### config.mk
export PLATFORM = sky130hd
export DESIGN_NAME = huffman_packer_flat
export DESIGN_NICKNAME = d
export VERILOG_FILES = /design/src/rtl/huff_pkg.sv /design/src/rtl/huffman_packer_if.sv /design/src/rtl/huff_code_lut.sv /design/src/rtl/huffman_packer.sv /design/src/flat_wrapper.sv
export SDC_FILE = /design/constraint.sdc
export NUM_CORES = 1
export LEC_CHECK = 0
export CORE_ASPECT_RATIO = 1.5
export CORE_MARGIN = 2
export CORE_UTILIZATION = 55
export CTS_BUF_LIST = sky130_fd_sc_hd__clkbuf_4 sky130_fd_sc_hd__clkbuf_8
export CTS_CLUSTER_SIZE = 25
export DETAILED_ROUTE_END_ITERATION = 10
export HOLD_SLACK_MARGIN = 0.1
export PLACE_DENSITY = 0.86
export SLEW_MARGIN = 40
export SYNTH_ARGS = -nofsm -noshare
export SYNTH_HDL_FRONTEND = slang
export SYNTH_SLANG_ARGS = --single-unit
### constraint.sdc
create_clock -name clk -period 3.7 [get_ports clk]
set_input_delay 0.37 -clock clk [delete_from_list [all_inputs] [get_ports clk]]
set_output_delay 0.37 -clock clk [all_outputs]
set_load 0.02 [all_outputs]
### src/rtl/huff_pkg.sv
`default_nettype none
// +---------------------------------------------------------------------------+
// | huff_pkg : Huffman code table, escape constants and packer FSM states     |
// | rev 1.0                                                                   |
// +---------------------------------------------------------------------------+
package huff_pkg;

   localparam int MAX_LEN_MIN = 14;
   localparam int CODE_W      = 14;
   localparam int LEN_W       = 5;
   localparam int NUM_SYM     = 27;
   localparam logic [4:0] SPACE_IDX = 5'd26;

   localparam logic [5:0] ESC_CODE = 6'b000000;
   localparam int         ESC_LEN  = 6;

   typedef struct packed {
      logic [LEN_W-1:0]  len;
      logic [CODE_W-1:0] code;
   } code_t;

   typedef enum logic [1:0] {
      RUN   = 2'd0,
      FLUSH = 2'd1,
      LAST  = 2'd2
   } state_t;

   // Index 0..25 = 'a'..'z', 26 = space; codes are right-aligned in CODE_W bits.
   localparam code_t CODE_TAB [NUM_SYM] = '{
      '{5'd4,  14'b1100},           // a
      '{5'd6,  14'b000011},         // b
      '{5'd5,  14'b00111},          // c
      '{5'd5,  14'b00101},          // d
      '{5'd4,  14'b0110},           // e
      '{5'd5,  14'b01011},          // f
      '{5'd5,  14'b00010},          // g
      '{5'd4,  14'b1011},           // h
      '{5'd4,  14'b1000},           // i
      '{5'd9,  14'b000001110},      // j
      '{5'd8,  14'b00000110},       // k
      '{5'd5,  14'b00110},          // l
      '{5'd5,  14'b01001},          // m
      '{5'd4,  14'b1001},           // n
      '{5'd4,  14'b1101},           // o
      '{5'd6,  14'b000010},         // p
      '{5'd11, 14'b00000111110},    // q
      '{5'd5,  14'b00100},          // r
      '{5'd4,  14'b1010},           // s
      '{5'd4,  14'b0111},           // t
      '{5'd5,  14'b01000},          // u
      '{5'd7,  14'b0000010},        // v
      '{5'd5,  14'b01010},          // w
      '{5'd10, 14'b0000011110},     // x
      '{5'd5,  14'b00011},          // y
      '{5'd11, 14'b00000111111},    // z
      '{5'd3,  14'b111}             // space
   };

endpackage
`default_nettype wire

### src/rtl/huffman_packer_if.sv
`default_nettype none
// +---------------------------------------------------------------------------+
// | huffman_packer_if : symbol input, packed word output and status signals   |
// | rev 1.0                                                                   |
// +---------------------------------------------------------------------------+
interface huffman_packer_if #(
   parameter int OUT_W = 32
);
   localparam int OB_W = $clog2(OUT_W + 1);

   logic [7:0]       in_data;
   logic             in_valid;
   logic             in_ready;
   logic             flush;
   logic [OUT_W-1:0] out_data;
   logic             out_valid;
   logic             out_ready;
   logic             out_last;
   logic [OB_W-1:0]  out_bits;
   logic             err_sym;
   logic [31:0]      bit_count;

   modport master (
      output in_data, in_valid, flush, out_ready,
      input  in_ready, out_data, out_valid, out_last, out_bits, err_sym, bit_count
   );

   modport slave (
      input  in_data, in_valid, flush, out_ready,
      output in_ready, out_data, out_valid, out_last, out_bits, err_sym, bit_count
   );
endinterface
`default_nettype wire

### src/rtl/huff_code_lut.sv
`default_nettype none
// +---------------------------------------------------------------------------+
// | huff_code_lut : symbol -> code/length; HUFF_ESCAPE_EN escapes unmapped    |
// | symbols as prefix + 8 raw bits, otherwise they get length 0. rev 1.0      |
// +---------------------------------------------------------------------------+
module huff_code_lut
   import huff_pkg::*;
(
   input  logic [7:0]        sym,
   output logic [CODE_W-1:0] code,
   output logic [LEN_W-1:0]  len,
   output logic              unmapped
);

   code_t      ent;
   logic [4:0] idx;

   always_comb begin
      ent      = '0;
      idx      = 5'(sym - 8'h61);
      unmapped = 1'b0;
      if (sym >= 8'h61 && sym <= 8'h7A) begin
         ent = CODE_TAB[idx];
      end else if (sym == 8'h20) begin
         ent = CODE_TAB[SPACE_IDX];
      end else begin
         unmapped = 1'b1;
`ifdef HUFF_ESCAPE_EN
         ent.len  = LEN_W'(ESC_LEN + 8);
         ent.code = CODE_W'({ESC_CODE, sym});
`endif
      end
   end

   assign code = ent.code;
   assign len  = ent.len;

endmodule
`default_nettype wire

### src/rtl/huffman_packer.sv
`default_nettype none
// +---------------------------------------------------------------------------+
// | huffman_packer : packs variable-length codes MSB-first into OUT_W words   |
// | (escape handling set by HUFF_ESCAPE_EN in huff_code_lut). rev 1.0         |
// +---------------------------------------------------------------------------+
module huffman_packer
   import huff_pkg::*;
#(
   parameter int OUT_W   = 32,
   parameter int MAX_LEN = 14
)(
   input logic             clk,
   input logic             rst,
   huffman_packer_if.slave bus
);

   localparam int ACC_W  = OUT_W + MAX_LEN;
   localparam int FILL_W = $clog2(ACC_W);
   localparam int OB_W   = $clog2(OUT_W + 1);
   localparam logic [FILL_W-1:0] OUT_W_F = FILL_W'(OUT_W);

   state_t            state, state_nxt;
   logic [ACC_W-1:0]  acc, acc_nxt, acc_shift, code_ext;
   logic [FILL_W-1:0] fill, fill_nxt;
   logic [CODE_W-1:0] code;
   logic [LEN_W-1:0]  len;
   logic              unmapped;
   logic              sym_fire, word_fire;
   logic              err_pulse;
   logic [31:0]       bits_total;
   int                base_fill;

   huff_code_lut u_lut (
      .sym      (bus.in_data),
      .code     (code),
      .len      (len),
      .unmapped (unmapped)
   );

   assign bus.in_ready  = (state == RUN) && (fill < OUT_W_F);
   assign sym_fire      = bus.in_valid && bus.in_ready;
   assign word_fire     = bus.out_valid && bus.out_ready;
   assign bus.err_sym   = err_pulse;
   assign bus.bit_count = bits_total;

   // Unfilled accumulator bits are always zero, so the top slice doubles as padded last word.
   always_comb begin
      bus.out_valid = 1'b0;
      bus.out_last  = 1'b0;
      bus.out_bits  = '0;
      bus.out_data  = acc[ACC_W-1 -: OUT_W];
      case (state)
         RUN, FLUSH: begin
            if (fill >= OUT_W_F) begin
               bus.out_valid = 1'b1;
               bus.out_bits  = OB_W'(OUT_W);
            end
         end
         LAST: begin
            bus.out_valid = 1'b1;
            bus.out_last  = 1'b1;
            bus.out_bits  = OB_W'(fill);
         end
         default: ;
      endcase
   end

   always_comb begin
      acc_shift = word_fire ? (acc << OUT_W) : acc;
      base_fill = word_fire ? int'(fill) - OUT_W : int'(fill);
      code_ext  = ACC_W'(code);
      acc_nxt   = acc_shift;
      fill_nxt  = FILL_W'(base_fill);
      if (sym_fire) begin
         acc_nxt  = acc_shift | (code_ext << (ACC_W - base_fill - int'(len)));
         fill_nxt = FILL_W'(base_fill + int'(len));
      end
      if (state == LAST && word_fire) begin
         acc_nxt  = '0;
         fill_nxt = '0;
      end
   end

   always_comb begin
      state_nxt = state;
      case (state)
         RUN:     if (bus.flush)       state_nxt = FLUSH;
         FLUSH:   if (fill < OUT_W_F)  state_nxt = LAST;
         LAST:    if (word_fire)       state_nxt = RUN;
         default:                      state_nxt = RUN;
      endcase
   end

   always_ff @(posedge clk or posedge rst) begin
      if (rst) begin
         state      <= RUN;
         acc        <= '0;
         fill       <= '0;
         err_pulse  <= 1'b0;
         bits_total <= '0;
      end else begin
         state     <= state_nxt;
         acc       <= acc_nxt;
         fill      <= fill_nxt;
         err_pulse <= sym_fire && unmapped;
         if (sym_fire) begin
            bits_total <= bits_total + 32'(len);
         end
      end
   end

endmodule
`default_nettype wire

### src/flat_wrapper.sv
// flat-port wrapper written by rule: the top's interface ports become plain ports
module huffman_packer_flat import huff_pkg::*;
#(
   parameter int OUT_W   = 32,
   parameter int MAX_LEN = 14
)
  (clk, rst, bus_in_data, bus_in_valid, bus_flush, bus_out_ready, bus_in_ready, bus_out_data, bus_out_valid, bus_out_last, bus_out_bits, bus_err_sym, bus_bit_count);
  huffman_packer_if #(.OUT_W(OUT_W)) bus_i ();
  input logic clk;
  input logic rst;
  input wire logic [$bits(bus_i.in_data)-1:0] bus_in_data;
  input wire logic [$bits(bus_i.in_valid)-1:0] bus_in_valid;
  input wire logic [$bits(bus_i.flush)-1:0] bus_flush;
  input wire logic [$bits(bus_i.out_ready)-1:0] bus_out_ready;
  output wire logic [$bits(bus_i.in_ready)-1:0] bus_in_ready;
  output wire logic [$bits(bus_i.out_data)-1:0] bus_out_data;
  output wire logic [$bits(bus_i.out_valid)-1:0] bus_out_valid;
  output wire logic [$bits(bus_i.out_last)-1:0] bus_out_last;
  output wire logic [$bits(bus_i.out_bits)-1:0] bus_out_bits;
  output wire logic [$bits(bus_i.err_sym)-1:0] bus_err_sym;
  output wire logic [$bits(bus_i.bit_count)-1:0] bus_bit_count;
  assign bus_i.in_data = bus_in_data;
  assign bus_i.in_valid = bus_in_valid;
  assign bus_i.flush = bus_flush;
  assign bus_i.out_ready = bus_out_ready;
  assign bus_in_ready = bus_i.in_ready;
  assign bus_out_data = bus_i.out_data;
  assign bus_out_valid = bus_i.out_valid;
  assign bus_out_last = bus_i.out_last;
  assign bus_out_bits = bus_i.out_bits;
  assign bus_err_sym = bus_i.err_sym;
  assign bus_bit_count = bus_i.bit_count;
  huffman_packer #(.OUT_W(OUT_W), .MAX_LEN(MAX_LEN)) u_core (.clk(clk), .rst(rst), .bus(bus_i));
endmodule
==> results <==
- The area share of the largest cell type after synthesis is 0.358.
- In the global route stage, overall resource usage came out at 0.385.
- The fmax is 0.235 GHz.
- The die area is 0.0119 mm².
- The worst hold slack after final layout is 0.307 ns.
- The initial DRC count is 704.
- The routability congestion estimate from global placement is 0.940.
- When the netlist entered floorplanning its net count stood at 731.
- The final reports fail on setup timing.
- The flop and latch count out of synthesis is 87.
- The clock reaches the later pin of the worst-skew pair after 0.39 ns.
- For this design, the CTS-stage hold fixing added 0 buffers.
- The synthesized area divided by synthesized cell count is 8.82 µm².
- The maximum resistive drop on vdd is 0.491 mV.
- The synthesis-to-finish area growth is 52.8%.
- The number of enable-type register cells in the synthesized netlist is 0.
- The HPWL after detailed placement is 15200 µm.
- The total overflow left after global routing is 0.
- The number of sinks handled by clock tree synthesis is 87.
- By count the netlist is led by dfrtp_1, nand2_1, nor2_1.
- Measured in cells, the most critical reg-to-reg path has a length of 15.
- The worst register-to-register path ends at u_core.acc[30]$_DFF_PP0_.
- The number of I/O port buffers is 86.
- The endpoint class of the critical path is a flip-flop.
- After synthesis, the share of flip-flops with an asynchronous set or reset is 1.00.
- Wires add up to 25700 µm.
- The total of warnings raised by yosys is 0.
- The analysis attributes to net switching a power of 2970 µW.
- After clock tree synthesis, the clock-pin slew on the worst setup and hold paths is 0.11 ns.
- The number of antenna diodes in the final layout is 0.
- Yosys mapped the design onto 78 distinct sky130hd cell types.
- Counting every instance in the synthesized netlist gives 690.
- The setup-violating endpoint count in the final report is 47.
- Power spread over the standard cell area amounts to 652 mW/mm².
- The wire length of the first global-routing pass is 36500 µm.
- The final routed wire length divided by cell count is 24.2 µm.
- The most used flip-flop cell after synthesis is dfrtp_1.
- The run finished, with violations left.
- The final layout contains 953 nets.
- STA puts the critical path data arrival time at 4.55 ns.
- The floorplan step set the die height to 133 µm.
- The first detailed-routing pass ran for 7 iterations.
- Counting I/O delays and the setup requirement, the final critical path takes 4.26 ns.
- The internal portion of the total power is 3100 µW.
- The slack of the worst reg-to-reg path is -0.04 ns.
- The clock tree from TritonCTS is built.
- The total core area is 0.0109 mm².
- The post-detailed-route via-to-cell ratio is 6.61.
- The initial antenna violation count is 0.
- Timing analysis after detailed placement gives a worst setup slack of -1.37 ns.
- The source of the worst register-to-register timing path is u_core.state[0]$_DFFE_PP0P_.
- After layout, the worst setup slack is -0.560 ns.
- The ratio of cells with drive above 1 in the final layout is 0.365.
- The clock root buffer master is clkbuf_8.
- For the pin with the worst max-slew slack, the measured transition is 0.739 ns.
- In this run the static leakage power is 0.00417 µW.
- The effective utilization at floorplan is 0.556.
- The number of clock buffers added by TritonCTS is 9.
- The max capacitance violation total is 0.
- Once detail routing completed, the nets flagged for antenna violations numbered 0.
- In this run the horizontal extent of the chip is 89.9 µm.
- The H-tree generated during clock tree synthesis spans 3 levels.
- The remaining max-slew budget at the tightest pin is 0.507.
- Of the total power, registers draw 0.196.
- The via count of the first global-routing pass is 6966.
- The critical path class is in2reg.
- The setup skew after layout is 0.0230 ns.
- The number of placed I/O pins is 87.
- Of all nets on the critical path, the largest fanout is 11.
- Of the available clock period, the critical path in the final layout requires 1.15.
- The clock network fraction of design power is 0.119.
- The worst-case clock buffer depth is 2.
- The hold violation total from the final report came to 0.
- dfrtp_1 is the most common cell in the netlist.
- After synthesis the cells add up to 0.00609 mm².
- The worst min-delay path category is in2async.
- The worst path required time is 3.99 ns.
- The number of remaining DRC errors is 0.
- The share of total power dissipated in combinational logic is 0.685.
- The sequential-to-total area share from yosys stat is 0.358.
- The number of placement rows is 47.
- The number of slew-limit violations in the final report is 0.
- The biggest area contributor in the post-synthesis netlist is dfrtp_1.
- By area the synthesized netlist is led by dfrtp_1, ha_1, nand2_1.
- The largest net degree at the start of global routing is 47.
- Of the total power, the share spent switching nets is 0.490.
- The overall power consumption is 6070 µW.
- The detailed router placed 7034 vias in this run.
- STA classifies the critical path startpoint as an input port.
- Setup repair after global routing could not meet its margin everywhere.
[worst max-delay path, cell delays in order]
cell and delay (ns):
buf_8 0.11, buf_4 0.17, nor3_4 0.25, xor2_2 0.32
nand4_1 0.17, o221ai_2 0.11, o21ai_2 0.11, a21oi_4 0.18
inv_2 0.08, ha_4 0.30, ha_4 0.16, nand2_4 0.08
o32ai_4 0.35, nor3_2 0.07, ha_2 0.19, a21oi_2 0.15
o31a_1 0.27, buf_6 0.14, nand3_4 0.18, buf_6 0.19
a2111oi_4 0.25, a21oi_4 0.13, o31ai_2 0.23
[worst max path at each step]
| stage | startpoint | slack (ns) | endpoint | cells past startpoint |
|---|---|---|---|---|
| CTS | bus_in_data[0] | -0.27 | u_core.acc[20]$_DFF_PP0_ | 23 |
| detailed placement | bus_in_data[1] | -1.37 | u_core.acc[35]$_DFF_PP0_ | 22 |
| finish | bus_in_data[1] | -0.56 | u_core.acc[30]$_DFF_PP0_ | 23 |
| global route | bus_in_data[1] | -0.68 | u_core.acc[23]$_DFF_PP0_ | 25 |
| floorplan | bus_in_data[1] | -0.61 | u_core.acc[35]$_DFF_PP0_ | 22 |
| global placement | bus_in_data[1] | -1.20 | u_core.acc[45]$_DFF_PP0_ | 21 |
[cell usage in the layout (no fill, tap or decap), types with 10 or more instances in the layout]
cell type	instances
buf_4	171
dfrtp_1	87
clkdlybuf4s50_1	81
nand2_1	76
nor2_1	49
xnor2_1	27
inv_1	24
nand3_1	24
buf_6	21
o21ai_0	20
ha_1	16
mux2i_1	14
a21oi_1	13
a22o_1	12
xor2_1	11
nand4_1	11
o211ai_1	10
[power groups by stage]
| stage | registers, µW | clock network, µW | logic (µW) |
|---|---|---|---|
| after floorplan | 1190 | 0 | 1760 |
| after global placement | 1170 | 0 | 2970 |
| after detailed placement | 1180 | 0 | 3060 |
| after CTS | 1170 | 706 | 3570 |
| after global routing | 1200 | 755 | 4290 |
| final | 1190 | 723 | 4150 |
[layer usage]
metal / track usage / share of wire / vias up
met5: 0 / 0 / -
met4: 0.244 / 0.094 / 0
met3: 0.0587 / 0.072 / 227
met2: 0.702 / 0.50 / 550
met1: 0.412 / 0.33 / 3353
li1: - / - / 2904
[timing repair]
action                                  4_1_cts  5_1_grt
endpoints found under the setup margin       68       67
gates resized for setup                     116       52
hold endpoints to repair                      0        0
setup buffers                                44        9
pin swaps                                    53       43
[cell families (layout without fill, tap and decap cells)]
logic type / Yosys count / in the layout / share of synthesized area
flops: 87 / 87 / 0.358
mux: 15 / 15 / 0.0249
fa+ha+maj: 28 / 28 / 0.0600
simple gates: 238 / 238 / 0.191
buf+inv: 99 / 326 / 0.0841
xor+xnor: 45 / 45 / 0.0660
compound gates: 178 / 178 / 0.216
[flip-flops by register name, indices dropped and copies added (netlist names)]
register / cells
u_core.acc: 46
u_core.bus.bit_count: 32
u_core.fill: 6
u_core.state: 2
u_core.bus.err_sym: 1
[area by class of cell]
cell class / count / area [µm²]
clock buffer: 9 / 124
multi-input combinational: 504 / 4190
timing repair buffer: 279 / 2410
sequential: 87 / 2180
clock inverter: 7 / 80.1
inverter: 31 / 133
fill: 547 / 1640
tap: 147 / 184
[stage by stage]
stage / setup TNS [ns] / std cells / util / area (µm²)
3_3_place_gp: -61.75 / 1000 / 0.731 / 8000
6_report: -20.02 / 1064 / 0.850 / 9300
2_1_floorplan: -21.17 / 690 / - / 6280
5_1_grt: -25.94 / 1064 / 0.850 / 9300
3_5_place_dp: -70.03 / 1000 / 0.731 / 8000
4_1_cts: -7.64 / 1059 / 0.822 / 8990
Power figures use the tool's default switching activity.
